<file path="src/rtl/panel_pkg.sv">
// Shared types for the push-button input panel: key count and the event record
// carried through the event FIFO.
package panel_pkg;

    localparam int NKEYS = 4;

    typedef struct packed {
        logic       press;
        logic [1:0] key;
    } key_event_t;

endpackage

</file>
<file path="src/rtl/key_debounce.sv">
// One push-button channel: two-flop synchroniser, polarity invert, hold-time
// debounce counter, debounced level and a pending-event flag.
module key_debounce #(
    parameter int DEBOUNCE_CYCLES = 500000
) (
    input  logic clk,
    input  logic rst,
    input  logic key_n,
    input  logic inv,
    input  logic pending_clr,
    output logic state,
    output logic pending
);

    localparam int CW = $clog2(DEBOUNCE_CYCLES);

    logic [1:0]    sync_q, sync_d;
    logic [CW-1:0] cnt_q, cnt_d;
    logic          state_q, state_d;
    logic          pending_q, pending_d;
    logic          sync_raw;

    // INV is quasi-static, so it is applied after the synchroniser rather than through it.
    assign sync_raw = ~(sync_q[1] ^ inv);

    always_comb begin
        sync_d    = {sync_q[0], key_n};
        cnt_d     = '0;
        state_d   = state_q;
        pending_d = pending_clr ? 1'b0 : pending_q;
        if (sync_raw != state_q) begin
            if (cnt_q == CW'(DEBOUNCE_CYCLES - 1)) begin
                state_d   = sync_raw;
                pending_d = 1'b1;
            end else begin
                cnt_d = cnt_q + 1'b1;
            end
        end
    end

    // NOTE: sequential state uses non-blocking assignments so every flop samples pre-edge values.
    always_ff @(posedge clk) begin
        if (rst) begin
            sync_q    <= 2'b11;
            cnt_q     <= '0;
            state_q   <= 1'b0;
            pending_q <= 1'b0;
        end else begin
            sync_q    <= sync_d;
            cnt_q     <= cnt_d;
            state_q   <= state_d;
            pending_q <= pending_d;
        end
    end

    assign state   = state_q;
    assign pending = pending_q;

endmodule

</file>
<file path="src/rtl/key_event_encoder.sv">
// Debounces four active-low push-buttons and turns each accepted level change
// into a press/release event delivered through a fall-through FIFO (valid/ready).
module key_event_encoder
    import panel_pkg::*;
#(
    parameter int DEBOUNCE_CYCLES = 500000,
    parameter int FIFO_DEPTH      = 4
) (
    input  logic             CLOCK_50,
    input  logic             RST,
    input  logic [NKEYS-1:0] KEY,
    input  logic             INV,
    output logic             EV_VALID,
    input  logic             EV_READY,
    output logic             EV_PRESS,
    output logic [1:0]       EV_KEY,
    output logic [NKEYS-1:0] KEY_STATE,
    output logic             OVERFLOW
);

    localparam int AW = $clog2(FIFO_DEPTH);

    logic [NKEYS-1:0] pending, pending_clr;
    logic             push_q, push_d;
    key_event_t       push_ev_q, push_ev_d;
    key_event_t       mem_q [FIFO_DEPTH];
    logic [AW-1:0]    wr_ptr_q, wr_ptr_d, rd_ptr_q, rd_ptr_d;
    logic [AW:0]      count_q, count_d;
    logic             overflow_q, overflow_d;
    logic             pop, full, wr_en;
    logic [1:0]       sel_idx;
    key_event_t       head;

    for (genvar g = 0; g < NKEYS; g++) begin : g_key
        key_debounce #(.DEBOUNCE_CYCLES(DEBOUNCE_CYCLES)) u_deb (
            .clk        (CLOCK_50),
            .rst        (RST),
            .key_n      (KEY[g]),
            .inv        (INV),
            .pending_clr(pending_clr[g]),
            .state      (KEY_STATE[g]),
            .pending    (pending[g])
        );
    end

    // Descending scan so the lowest pending index is the one left selected.
    always_comb begin
        push_d      = 1'b0;
        sel_idx     = '0;
        pending_clr = '0;
        for (int i = NKEYS - 1; i >= 0; i--) begin
            if (pending[i]) begin
                push_d  = 1'b1;
                sel_idx = 2'(i);
            end
        end
        if (push_d) pending_clr[sel_idx] = 1'b1;
        push_ev_d = '{press: KEY_STATE[sel_idx], key: sel_idx};
    end

    assign full  = (count_q == (AW + 1)'(FIFO_DEPTH));
    assign pop   = EV_VALID && EV_READY;
    assign wr_en = push_q && (!full || pop);

    always_comb begin
        wr_ptr_d   = wr_en ? wr_ptr_q + 1'b1 : wr_ptr_q;
        rd_ptr_d   = pop ? rd_ptr_q + 1'b1 : rd_ptr_q;
        count_d    = count_q + (AW + 1)'(wr_en) - (AW + 1)'(pop);
        overflow_d = overflow_q || (push_q && full && !pop);
    end

    always_ff @(posedge CLOCK_50) begin
        if (RST) begin
            push_q     <= 1'b0;
            push_ev_q  <= '0;
            wr_ptr_q   <= '0;
            rd_ptr_q   <= '0;
            count_q    <= '0;
            overflow_q <= 1'b0;
        end else begin
            push_q     <= push_d;
            push_ev_q  <= push_ev_d;
            wr_ptr_q   <= wr_ptr_d;
            rd_ptr_q   <= rd_ptr_d;
            count_q    <= count_d;
            overflow_q <= overflow_d;
        end
    end

    // NOTE: storage is not reset; the head is masked by EV_VALID so stale words never reach the outputs.
    always_ff @(posedge CLOCK_50) begin
        if (wr_en) mem_q[wr_ptr_q] <= push_ev_q;
    end

    assign head     = mem_q[rd_ptr_q];
    assign EV_VALID = (count_q != '0);
    assign EV_PRESS = EV_VALID & head.press;
    assign EV_KEY   = EV_VALID ? head.key : 2'b00;
    assign OVERFLOW = overflow_q;

endmodule
</file>
<file path="config.mk">
export PLATFORM = sky130hd
export DESIGN_NAME = key_event_encoder
export DESIGN_NICKNAME = d
export VERILOG_FILES = /design/src/rtl/panel_pkg.sv /design/src/rtl/key_debounce.sv /design/src/rtl/key_event_encoder.sv
export SDC_FILE = /design/constraint.sdc
export NUM_CORES = 1
export LEC_CHECK = 0
export ABC_AREA = 1
export CAP_MARGIN = 15
export CORE_UTILIZATION = 55
export DETAILED_ROUTE_END_ITERATION = 8
export GPL_ROUTABILITY_DRIVEN = 0
export MAX_ROUTING_LAYER = met4
export PLACE_DENSITY = 0.81
export SYNTH_ARGS = -nofsm -noshare
export SYNTH_HDL_FRONTEND = slang
export SYNTH_SLANG_ARGS = --single-unit
</file>
<file path="constraint.sdc">
create_clock -name CLOCK_50 -period 2.8 [get_ports CLOCK_50]
set_clock_uncertainty 0.15 [all_clocks]
set_input_delay 0.28 -clock CLOCK_50 [delete_from_list [all_inputs] [get_ports CLOCK_50]]
set_output_delay 0.28 -clock CLOCK_50 [all_outputs]
set_load 0.01 [all_outputs]
</file>
# After elaboration in Yosys (flattened, before gate mapping)
# Memories as Yosys holds them, arrays and structs flattened. A register that Yosys moved wholly into a read port is not among the register bits.
# Cells that the tools add are included.
[classes] n_addsub=8 n_mul=0 div=0 magnitude_cmp=2 n_eq_ne=9 n_shift=0 mux=30 bitwise=13 n_reduce_logical=18
[ops] op="$add 19x1->19 const B" count=4
[ops] op="$eq 19x19->1 const B" count=4
[ops] op="$mux 1" count=20
[ops] op="$mux 2" count=7
[ops] op="$reduce_or 3->1" count=4
[ops] op="$not 1->1" count=8
[ops] op="$reduce_and 2->1" count=4
[ops] op="$logic_and 1x1->1" count=5
[ops] op="$add 2x1->2 const B" count=2
[ops] op="$mux 4" count=1
[ops] op="$ne 1x1->1" count=4
[ops] op="$xor 1x1->1" count=4
[ops] op="$add 3x1->3" count=1
[ops] op="$eq 3x3->1 const B" count=1
[ops] op="$lt 2x3->1 const B" count=1
[ops] op="$reduce_bool 3->1" count=1
[ops] op="$sub 3x1->3" count=1
[ops] op="$bmux 1 s2" count=1
[ops] op="$demux 1 s2" count=1
[ops] op="$ge 2x1->1 const B" count=1
[ops] op="$logic_not 1->1" count=2
[ops] op="$logic_or 1x1->1" count=2
[ops] op="$and 1x1->1" count=1
[word_totals] register_bits=104 latch_bits=0 ram_bits=12 rom_bits=0 input_bits=8 out_inout_bits=9 wordCells=104 n_memories=1
[mem_list] name="mem_q" words=4 width=3 rd=1 rd_ports_with_merged_regs=1 wr=1 line="key_event_encoder.sv:26" source="key_event_t mem_q [FIFO_DEPTH];"

# Logic depth before layout (Yosys ltp)
# Gate-level depths: netlist of run 1.
[logic_depth] depth_word=12 depth_mapped=11

# Cells and area by module
# Synthesis of run 1 repeated with hierarchy kept, for this count alone.
[unflattened] hier_cells=821 area_unflattened_um2=6087.1
[modules_own_cells] mod="key_debounce" instances=4 cells_per_inst=173 area_per_inst_um2=1222.4
[modules_own_cells] mod="key_event_encoder" instances=1 cells_per_inst=129 area_per_inst_um2=1197.4

# Least setup slack after synthesis of run 1
# No wires, ideal clock.
[synth_timing] kind="register to register" startpoint="register count_q[0]" endpoint="register count_q[2]" setup_ps=119 t_arrival_ps=1900 setup_slack_ps=631 path_stages_with_launch=10 path_buffers=0 period_less_slack_ps=2169 path_cell_list="dfxtp_1 or2_2 o21ai_2 ha_1 inv_1 ha_1 inv_1 fa_1 o21ai_0 a21oi_1"
[synth_between] elab_chain_len=6 elab_cells_between_ends=8 classes_between="add/sub: 2; eq/ne: 1; reduce/logical: 5"
[synth_lines] element="from (decl)" line="key_event_encoder.sv:28" source="logic [AW:0] count_q, count_d;"
[synth_lines] element="from (signal assigned)" line="key_event_encoder.sv:85" source="count_q <= count_d;"
[synth_lines] element="$eq 3x3->1 or $reduce_bool 3->1 (tied branches)" line="key_event_encoder.sv:61, key_event_encoder.sv:96"
[synth_lines] element="$logic_not 1->1 or $logic_and 1x1->1 (tied branches)" line="key_event_encoder.sv:63, key_event_encoder.sv:62"
[synth_lines] element="$logic_or 1x1->1" line="key_event_encoder.sv:63" source="assign wr_en = push_q && (!full || pop);"
[synth_lines] element="$logic_and 1x1->1" line="key_event_encoder.sv:63"
[synth_lines] element="$add 3x1->3" line="key_event_encoder.sv:68" source="count_d = count_q + (AW + 1)'(wr_en) - (AW + 1)'(pop);"
[synth_lines] element="$sub 3x1->3 *" line="key_event_encoder.sv:68"
# Every way passes the cells marked *; elsewhere a longest branch is shown, timed or not.
# A chain may end at the register's enable or synchronous reset.

==> results.md, run 1 <==
- Worst min path class: input pin to register
- Arr. time, crit path: slightly below 2 ns
- DP Worst Slack: 0.310 ns
- Final worst slack: 0.435 ns
- Endpoint class of the critical path: primary output
- Final ANT Viol Nets: 0
- Gr ovfl total: 0
- Via count: 4813
- Root buffer cell: clkbuf_8
- Seq/Total Area, Yosys: 42.8%
- Commonest non-fill, non-tap cell in the layout: nand2_1
- Chip width: 105 um
- Hold Fails Final Rpt: 0
- Initial Util: 56.4%
- DRC viols: 0
- Period utilization: between 80% and 90%
- Number of max-cap violations: 0
- Worst slew pin tran: ~0.46 ns
- Leakage Power: 2.40 nW
- Final setup fails: 0
- Final setup TNS: 0 ns
- Buffers on Ports: 16
- Post-route cell area: between 6000 and 7000 um2
- Clock Latency Late Sink: 0.52 ns
- Dpl cells: about 960
- Ys Warns: 0
- First-pass GRT wire length: around 20 mm
- N_diodes: 0
- Critical path class: register to primary output
- Nets: 860
- GRT Resource Usage Total: roughly 23%
- Outcome: complete, no violations
- Worst-path maximum fanout: 7
- Largest net degree at the start of global routing: 19
- CTS sink count: 118
- H-tree depth: 4
- Synth Register Bits: 118
- Layout Cells excl Fill: 990
- Die area: about 11000 um2
- R2r setup slk: around 0.67 ns
- Row cnt: 37
- Most frequent cells in the layout: nand2_1 (193), nor2_1 (173), dfxtp_1 (106)
- Die H: roughly 100 um
- VDD IR max: 0.376 mV
- Pwr dens: 624 nW/um2
- CP Data Required Time: 2.37 ns
- Number of DRC markers in iteration 0: around 260
- CTS Buf Count: 17
- CTS tree: built
- Core ar.: 10300 um2
- Syn nets: 833
- Share of layout cells above drive strength 1: roughly 9.1%
- Post-synth cell types: 35
- Post-cts hold buffer count: 0
- Area grow syn2layout: 13.8%
- Ports: 17
- Rel. slew slack: 69.5%
- RSZ-0062 raised after global routing: no
- Clock Pin Slew Worst Setup and Hold Paths: 0.06 ns
- DR pass1 iterations: 4
- Fin Hold WS: 0.191 ns
- Initial antenna violation count: 0
- Power, Total: ~4 mW
- Vias in the first global route: 4605
- Syn Area/Cell: 7.13 um2
- Fmax: 423 MHz
- CTS max path bufs: 2
- Final Core Density: 64.2%
- Via/cell ratio: 4.86
- Cell Area, Placed: 6050 um2
- WL final: 10.9 mm
- Mapped Cells: about 800
- Average routed wire per standard cell: 11.0 um
- Resize count post-CTS: 0
- Post-CTS setup buffer count: 0
- Tmin final: 2.37 ns
- Startpoint Class: register
- Post-Syn Area: 5800 um2
- Max-slew violations: 0
- HPWL after detailed placement: around 7.6 mm
==> flip-flops by register name, summed over array words and instances (netlist names), named ones only <==
signal / count
OVERFLOW: 1
count_q: 3
g_key.u_deb.cnt_q: 76
g_key.u_deb.pending: 4
g_key.u_deb.state: 4
g_key.u_deb.sync_q: 8
mem_q: 12
push_ev_q: 3
push_q: 1
rd_ptr_q: 2
wr_ptr_q: 2
==> worst paths after layout <==
kind         cells past startpoint                             endpoint                                 from
max                              5                             EV_PRESS                             register
min                              2  g_key[3].u_deb.sync_q[0]$_SDFF_PP1_                               KEY[3]
min reg2reg                      1  g_key[3].u_deb.sync_q[1]$_SDFF_PP1_  g_key[3].u_deb.sync_q[0]$_SDFF_PP1_
max reg2reg                      9                count_q[2]$_SDFF_PP0_                count_q[0]$_SDFF_PP0_
==> critical path: stages (launching register included) <==
cell             delay (ns)
dfxtp_1                0.43
nor2_1                 0.08
nor2_1                 0.12
o21ai_0                0.10
a21oi_1                0.15
clkdlybuf4s50_1        0.54
==> layer usage <==
layer	vias up	wire length [um]	track usage (%)
met2	67	5170	36.6
met1	2140	5250	27.2
met4	0	131	8.15
li1	2593	-	-
met5	-	0	-
met3	13	386	5.86
==> area by class of cell <==
class,instances,area [um2]
clock inverters,13,104
flip-flops and latches,118,2480
fillers,902,3680
clock buffers,19,442
well taps,136,170
inverters,96,360
repair buffers,19,183
multi-input cells,589,2860
==> Yosys cell counts (all sizes together) <==
cell	count	area share (%)
nand3b	5	0.65
a21o	1	0.13
nor3b	1	0.13
buf	9	1.6
clkbuf	2	0.13
o22ai	1	0.11
o21a	1	0.13
inv	95	6.1
clkinv	1	0.065
and2	3	0.32
edfxtp	12	6.2
dfxtp	106	37
nor3	3	0.26
a21oi	35	3.0
ha	10	2.2
xnor2	10	1.5
or2	24	2.6
nand3	53	4.7
fa	1	0.35
nand4	11	1.2
nor2	187	13
o21ai	20	1.8
o211ai	1	0.13
xor2	24	3.6
nand2	198	13
==> logic make-up (layout without fill, tap and decap cells) <==
family                   count (synthesis)  count (layout)  synth area share (%)
AND/OR/NAND/NOR                        485             485                  36.3
flip-flops                             118             118                  42.8
AO/OA/AOI/OAI                           59              59                  5.31
XOR/XNOR                                34              34                  5.13
buffers and inverters                  107             147                  7.92
adder cells (fa/ha/maj)                 11              11                  2.50
==> where the power goes <==
group / leakage [nW] / switching [mW] / total, mW / internal [mW]
registers: 0.969 / 0.0379 / 1.79 / 1.75
clock network: 0.270 / 0.770 / 1.98 / 1.21
logic: 1.16 / 0.192 / 0.345 / 0.154
total: 2.40 / 1.00 / 4.12 / 3.12
Note: power is estimated with default switching activity, not from simulation.
==> inputs of run 2 (changes only) <==
clock period = 2.3 ns   (was 2.8 ns; I/O delays follow)
==> run 2 against run 1 <==
Sequential power is 22% higher. Power is 24% higher. First-iteration DRC count is 11% higher. Worst hold slack worse by 0.075 ns. Core utilization is 0.39 points higher. Clock power is 25% higher. Critical path type is now register to register. Highest routed layer unchanged. Via count is 1.7% higher. Sequential share of layout area is 0.17 points lower.
==> results.md, run 2 (same netlist as run 1, synthesis figures left out) <==
- Fin Hold WS: 0.116 ns
- VDD IR max: between 0.5 and 0.6 mV
- Reg with most FFs: g_key.u_deb.cnt_q
- CTS sink count: 118
- DRC viols: 0
- Worst slew pin tran: 0.352 ns
- Root buffer cell: clkbuf_8
- Fmax: 463 MHz
- Area grow syn2layout: 14.5%
- Switching part of the total power: roughly a quarter
- Power, Total: 5.09 mW
- GR Layer Usage met3: 5.93%
- Die area: 11000 um2
- Reg power frac: roughly 43%
- Layout Cells excl Fill: 990
- DP Worst Slack: -0.172 ns
- Initial antenna violation count: 0
- Sw Pwr: 1.19 mW
- Rel. slew slack: 76.4%
- Core ar.: 10300 um2
- Layout fillers: 889
- Leakage Power: around 2.4 nW
- Largest register FFs: 76
- Die H: about 100 um
- H-tree depth: 4
- Met2 Use GR: a little over a third
- HPWL after detailed placement: 7.81 mm
- Share of layout cells above drive strength 1: 9.25%
- Max-slew violations: 0
- Dpl cells: 959
- CTS tree: built
- Via count: 4894
- Combinational power share: 8.5%
- Outcome: complete, no violations
- Worst min path class: input pin to register
- Ports: 17
- Final worst slack: 0.141 ns
- Hold Fails Final Rpt: 0
- Number of max-cap violations: 0
- Critical path class: register to register
- Row cnt: 37
- DR pass1 iterations: 5
- Nets: 861
- Buffers on Ports: 16
- CTS Buf Count: 17
- Internal power: 3.90 mW
- Period utilization: 93.9%
- Clock group share of total power: 48.7%
- First-pass GRT wire length: 19.3 mm
- Resize count post-CTS: 1
- Final Core Density: 64.6%
- Arr. time, crit path: 2.41 ns
- Via/cell ratio: 4.94
- N_diodes: 0
- Worst-path maximum fanout: 3
- Most Crowded Layer GR: met2
- WL final: 11.1 mm
- Clock Pin Slew Worst Setup and Hold Paths: 0.06 ns
- Average routed wire per standard cell: 11.2 um
- Vias in the first global route: about 4600
- Initial Util: 56.4%
- Final ANT Viol Nets: 0
- Most frequent cells in the layout: nand2_1 (193), nor2_1 (173), dfxtp_1 (103)
- Commonest non-fill, non-tap cell in the layout: nand2_1
- Final setup TNS: 0 ns
- Chip width: 105 um
- R2r setup slk: 0.14 ns
- CTS max path bufs: 2
- Largest net degree at the start of global routing: 19
- Endpoint class of the critical path: register
- Pwr dens: 767 nW/um2
- Final setup fails: 0
- GRT Resource Usage Total: between 20% and 30%
- Startpoint Class: register
- Post-route cell area: between 6000 and 7000 um2
- Tmin final: around 2.2 ns
- Post-cts hold buffer count: 0
- Largest registers: g_key.u_deb.cnt_q: 76 flops, mem_q: 12 flops, g_key.u_deb.sync_q: 8 flops
- Cell Area, Placed: 6060 um2
- Gr ovfl total: 0
- Post-CTS setup buffer count: 0
- Clock Latency Late Sink: 0.52 ns
- Number of DRC markers in iteration 0: approximately 290
- Met1 usage: around a quarter
- CP Data Required Time: approximately 2.6 ns
## run 2: cell count changes in the layout (fill, tap and decap cells not counted), moves of 2 or more
cell	delta
clkbuf_1	+3
clkdlybuf4s50_1	-3
dfxtp_1	-3
dfxtp_2	+3
dlymetal6s2s_1	+3
clkinv_2	-2
inv_4	-2
## run 2: worst paths after layout
kind / startpoint / end / cells past startpoint
worst max-delay path: count_q[0]$_SDFF_PP0_ / count_q[2]$_SDFF_PP0_ / 9
worst max register to register: count_q[0]$_SDFF_PP0_ / count_q[2]$_SDFF_PP0_ / 9
worst min-delay path: KEY[3] / g_key[3].u_deb.sync_q[0]$_SDFF_PP1_ / 2
worst min register to register: g_key[3].u_deb.sync_q[0]$_SDFF_PP1_ / g_key[3].u_deb.sync_q[1]$_SDFF_PP1_ / 1
## run 2: critical path, cell delays in order, from the launching register on
cell,delay (ns)
dfxtp_1,0.32
or2_2,0.34
o21ai_4,0.16
ha_1,0.25
inv_1,0.07
ha_1,0.14
inv_1,0.05
fa_1,0.39
o21ai_2,0.14
a21oi_1,0.05
## run 2: final cells by class
cell class | count | area, um2 | share of cell area [%]
clock buffers | 22 | 453 | 6.82
clock inverters | 9 | 103 | 1.55
inverters | 96 | 360 | 5.43
multi-input cells | 589 | 2870 | 43.2
flip-flops and latches | 118 | 2490 | 37.4
well taps | 136 | 170 | 2.56
repair buffers | 20 | 198 | 2.98
## run 2: power groups by stage
stage	sequential [mW]	combinational [mW]	clock [mW]
final	2.18	0.431	2.48
after global routing	2.19	0.488	2.61
after CTS	2.18	0.427	2.51
after detailed placement	2.22	0.428	0
after global placement	2.22	0.409	0
after floorplan	2.21	0.283	0
## run 2: metal layers
metal | vias up | wire [um]
met5 | - | 0
met4 | 0 | 205
met3 | 20 | 474
met2 | 94 | 5220
met1 | 2190 | 5210
li1 | 2590 | -
==> inputs of run 3 (changes only) <==
CORE_ASPECT_RATIO = 2   (was not set)
CORE_MARGIN = 5   (was not set)
==> run 3 against run 2 <==
Design area rose by 0.77%. Sequential power is essentially flat. Setup slack better by 0.017 ns. Cell count increased by 0.40%. Fmax is 0.79% higher. Worst hold slack improved by 0.11 ns. Count of clock-buffer cells in the layout down 3. Non-clock buffer count up 2. Combinational power about the same. Critical path type unchanged. Critical endpoint unchanged. Largest cell class unchanged.
==> results.md, run 3 (same netlist as run 1, synthesis figures left out) <==
- Outcome: complete, no violations
- Clock Pin Slew Worst Setup and Hold Paths: about 0.05 ns
- Post-cts hold buffer count: 0
- Pwr dens: around 800 nW/um2
- H-tree depth: 4
- Chip width: 82.6 um
- DRC viols: 0
- Worst min path class: input pin to register
- Commonest non-fill, non-tap cell in the layout: nand2_1
- Max-slew violations: 0
- Critical R2R Launch: count_q[0]$_SDFF_PP0_
- Largest registers: g_key.u_deb.cnt_q: 76 flops, mem_q: 12 flops, g_key.u_deb.sync_q: 8 flops
- N_diodes: 0
- DR pass1 iterations: 5
- WL final: 12.2 mm
- Fin Hold WS: 0.224 ns
- Via/cell ratio: 5.05
- Fmax: between 400 and 500 MHz
- CTS Buf Count: 17
- Average routed wire per standard cell: about 12 um
- Number of DRC markers in iteration 0: 288
- Most frequent cells in the layout: nand2_1 (193), nor2_1 (173), dfxtp_1 (105)
- GRT Resource Usage Total: 21.6%
- Share of layout cells above drive strength 1: under 10%
- Final ANT Viol Nets: 0
- Tmin final: approximately 2.1 ns
- Cell Area, Placed: 6080 um2
- CTS max path bufs: 2
- Period utilization: 93.1%
- Largest net degree at the start of global routing: 19
- Hold Startpoint: KEY[0]
- RSZ-0062 raised after global routing: no
- Leakage Power: 2.43 nW
- Worst setup path end: count_q[2]$_SDFF_PP0_
- Final setup fails: 0
- Worst-path maximum fanout: 3
- Via count: around 5000
- Layout fillers: 899
- Die area: 12800 um2
- Final worst slack: roughly 0.16 ns
- CTS tree: built
- VDD IR max: 0.537 mV
- HPWL after detailed placement: 8.72 mm
- Ports: 17
- Vias in the first global route: 4978
- Initial Util: 55.7%
- Nets: around 860
- R2R depth: 9
- Row cnt: 53
- Layout Cells excl Fill: 994
- R2R Path End: count_q[2]$_SDFF_PP0_
- Buffers on Ports: 16
- Endpoint class of the critical path: register
- Clock Latency Late Sink: 0.42 ns
- Number of max-cap violations: 0
- Die H: around 160 um
- Power, Total: 5.35 mW
- Worst slew pin tran: 0.355 ns
- Largest register FFs: 76
- R2r setup slk: 0.16 ns
- Core ar.: 10400 um2
- Critical path class: register to register
- CTS sink count: 118
- First-pass GRT wire length: 21.0 mm
- Initial antenna violation count: 0
- DP Worst Slack: -0.140 ns
- Reg with most FFs: g_key.u_deb.cnt_q
- Startpoint Class: register
- Gr ovfl total: 0
- Post-route cell area: 6690 um2
- Final Core Density: 64.3%
- Dpl cells: 962
- Final setup TNS: 0 ns
- CP Data Required Time: 2.45 ns
- Hold Fails Final Rpt: 0
- Rel. slew slack: 76.2%
- Worst setup startpoint: count_q[0]$_SDFF_PP0_
- Root buffer cell: clkbuf_16
- Arr. time, crit path: around 2.3 ns
- Area grow syn2layout: 15.4%
run 3: cell count changes in the layout (fill, tap and decap cells not counted), moves of 2 or more:
cell / previous run / this run
buf_4: 4 / 6
bufinv_16: 2 / 4
clkbuf_8: 3 / 0
clkdlybuf4s50_1: 13 / 16
clkinv_1: 1 / 3
clkinv_2: 4 / 2
dfxtp_1: 103 / 105
dfxtp_2: 3 / 1
dlymetal6s2s_1: 3 / 0
inv_6: 0 / 2
run 3: repair_timing:
action,4_1_cts,5_1_grt
gates resized for setup,0,1
hold endpoints to repair,0,0
setup endpoints to repair,0,1
setup buffers,0,0
run 3: how the worst min path moves through the flow:
stage          slack, ns  depth (start not counted)                                  end
2_1_floorplan       0.18                          1  g_key[0].u_deb.sync_q[0]$_SDFF_PP1_
5_1_grt             0.23                          2  g_key[3].u_deb.sync_q[0]$_SDFF_PP1_
3_5_place_dp        0.25                          1  g_key[3].u_deb.sync_q[1]$_SDFF_PP1_
6_report            0.22                          2  g_key[0].u_deb.sync_q[0]$_SDFF_PP1_
4_1_cts             0.22                          2  g_key[0].u_deb.sync_q[0]$_SDFF_PP1_
3_3_place_gp        0.24                          1  g_key[3].u_deb.sync_q[1]$_SDFF_PP1_
run 3: power by group:
part / total [mW] / internal, mW / switching [mW]
Clock: 2.74 / 1.81 / 0.932
Sequential: 2.18 / 2.13 / 0.0468
Combinational: 0.432 / 0.192 / 0.240
run 3: worst max-delay path, cell delays in order, from the launching register on:
cell and delay [ns]:
dfxtp_1 0.32, or2_2 0.31, o21ai_2 0.13, ha_1 0.24, inv_1 0.05, ha_1 0.14, inv_1 0.05, fa_1 0.38
o21ai_0 0.19, a21oi_1 0.06
run 3: final cells by class:
cell class / count / area [um2] / share of cell area [%]
tap: 137 / 171 / 2.56
timing repair buffer: 22 / 205 / 3.07
clock inverter: 13 / 179 / 2.67
sequential: 118 / 2480 / 37.1
multi-input combinational: 589 / 2860 / 42.7
clock buffer: 19 / 433 / 6.47
inverter: 96 / 360 / 5.39
run 3: routing by layer:
layer	track usage (%)	part of all wire (%)	vias to the layer above
li1	-	-	2589
met1	19.4	36	2284
met2	40.2	58	97
met3	5.27	3.2	47
met4	10.5	3.4	0
met5	-	0	-
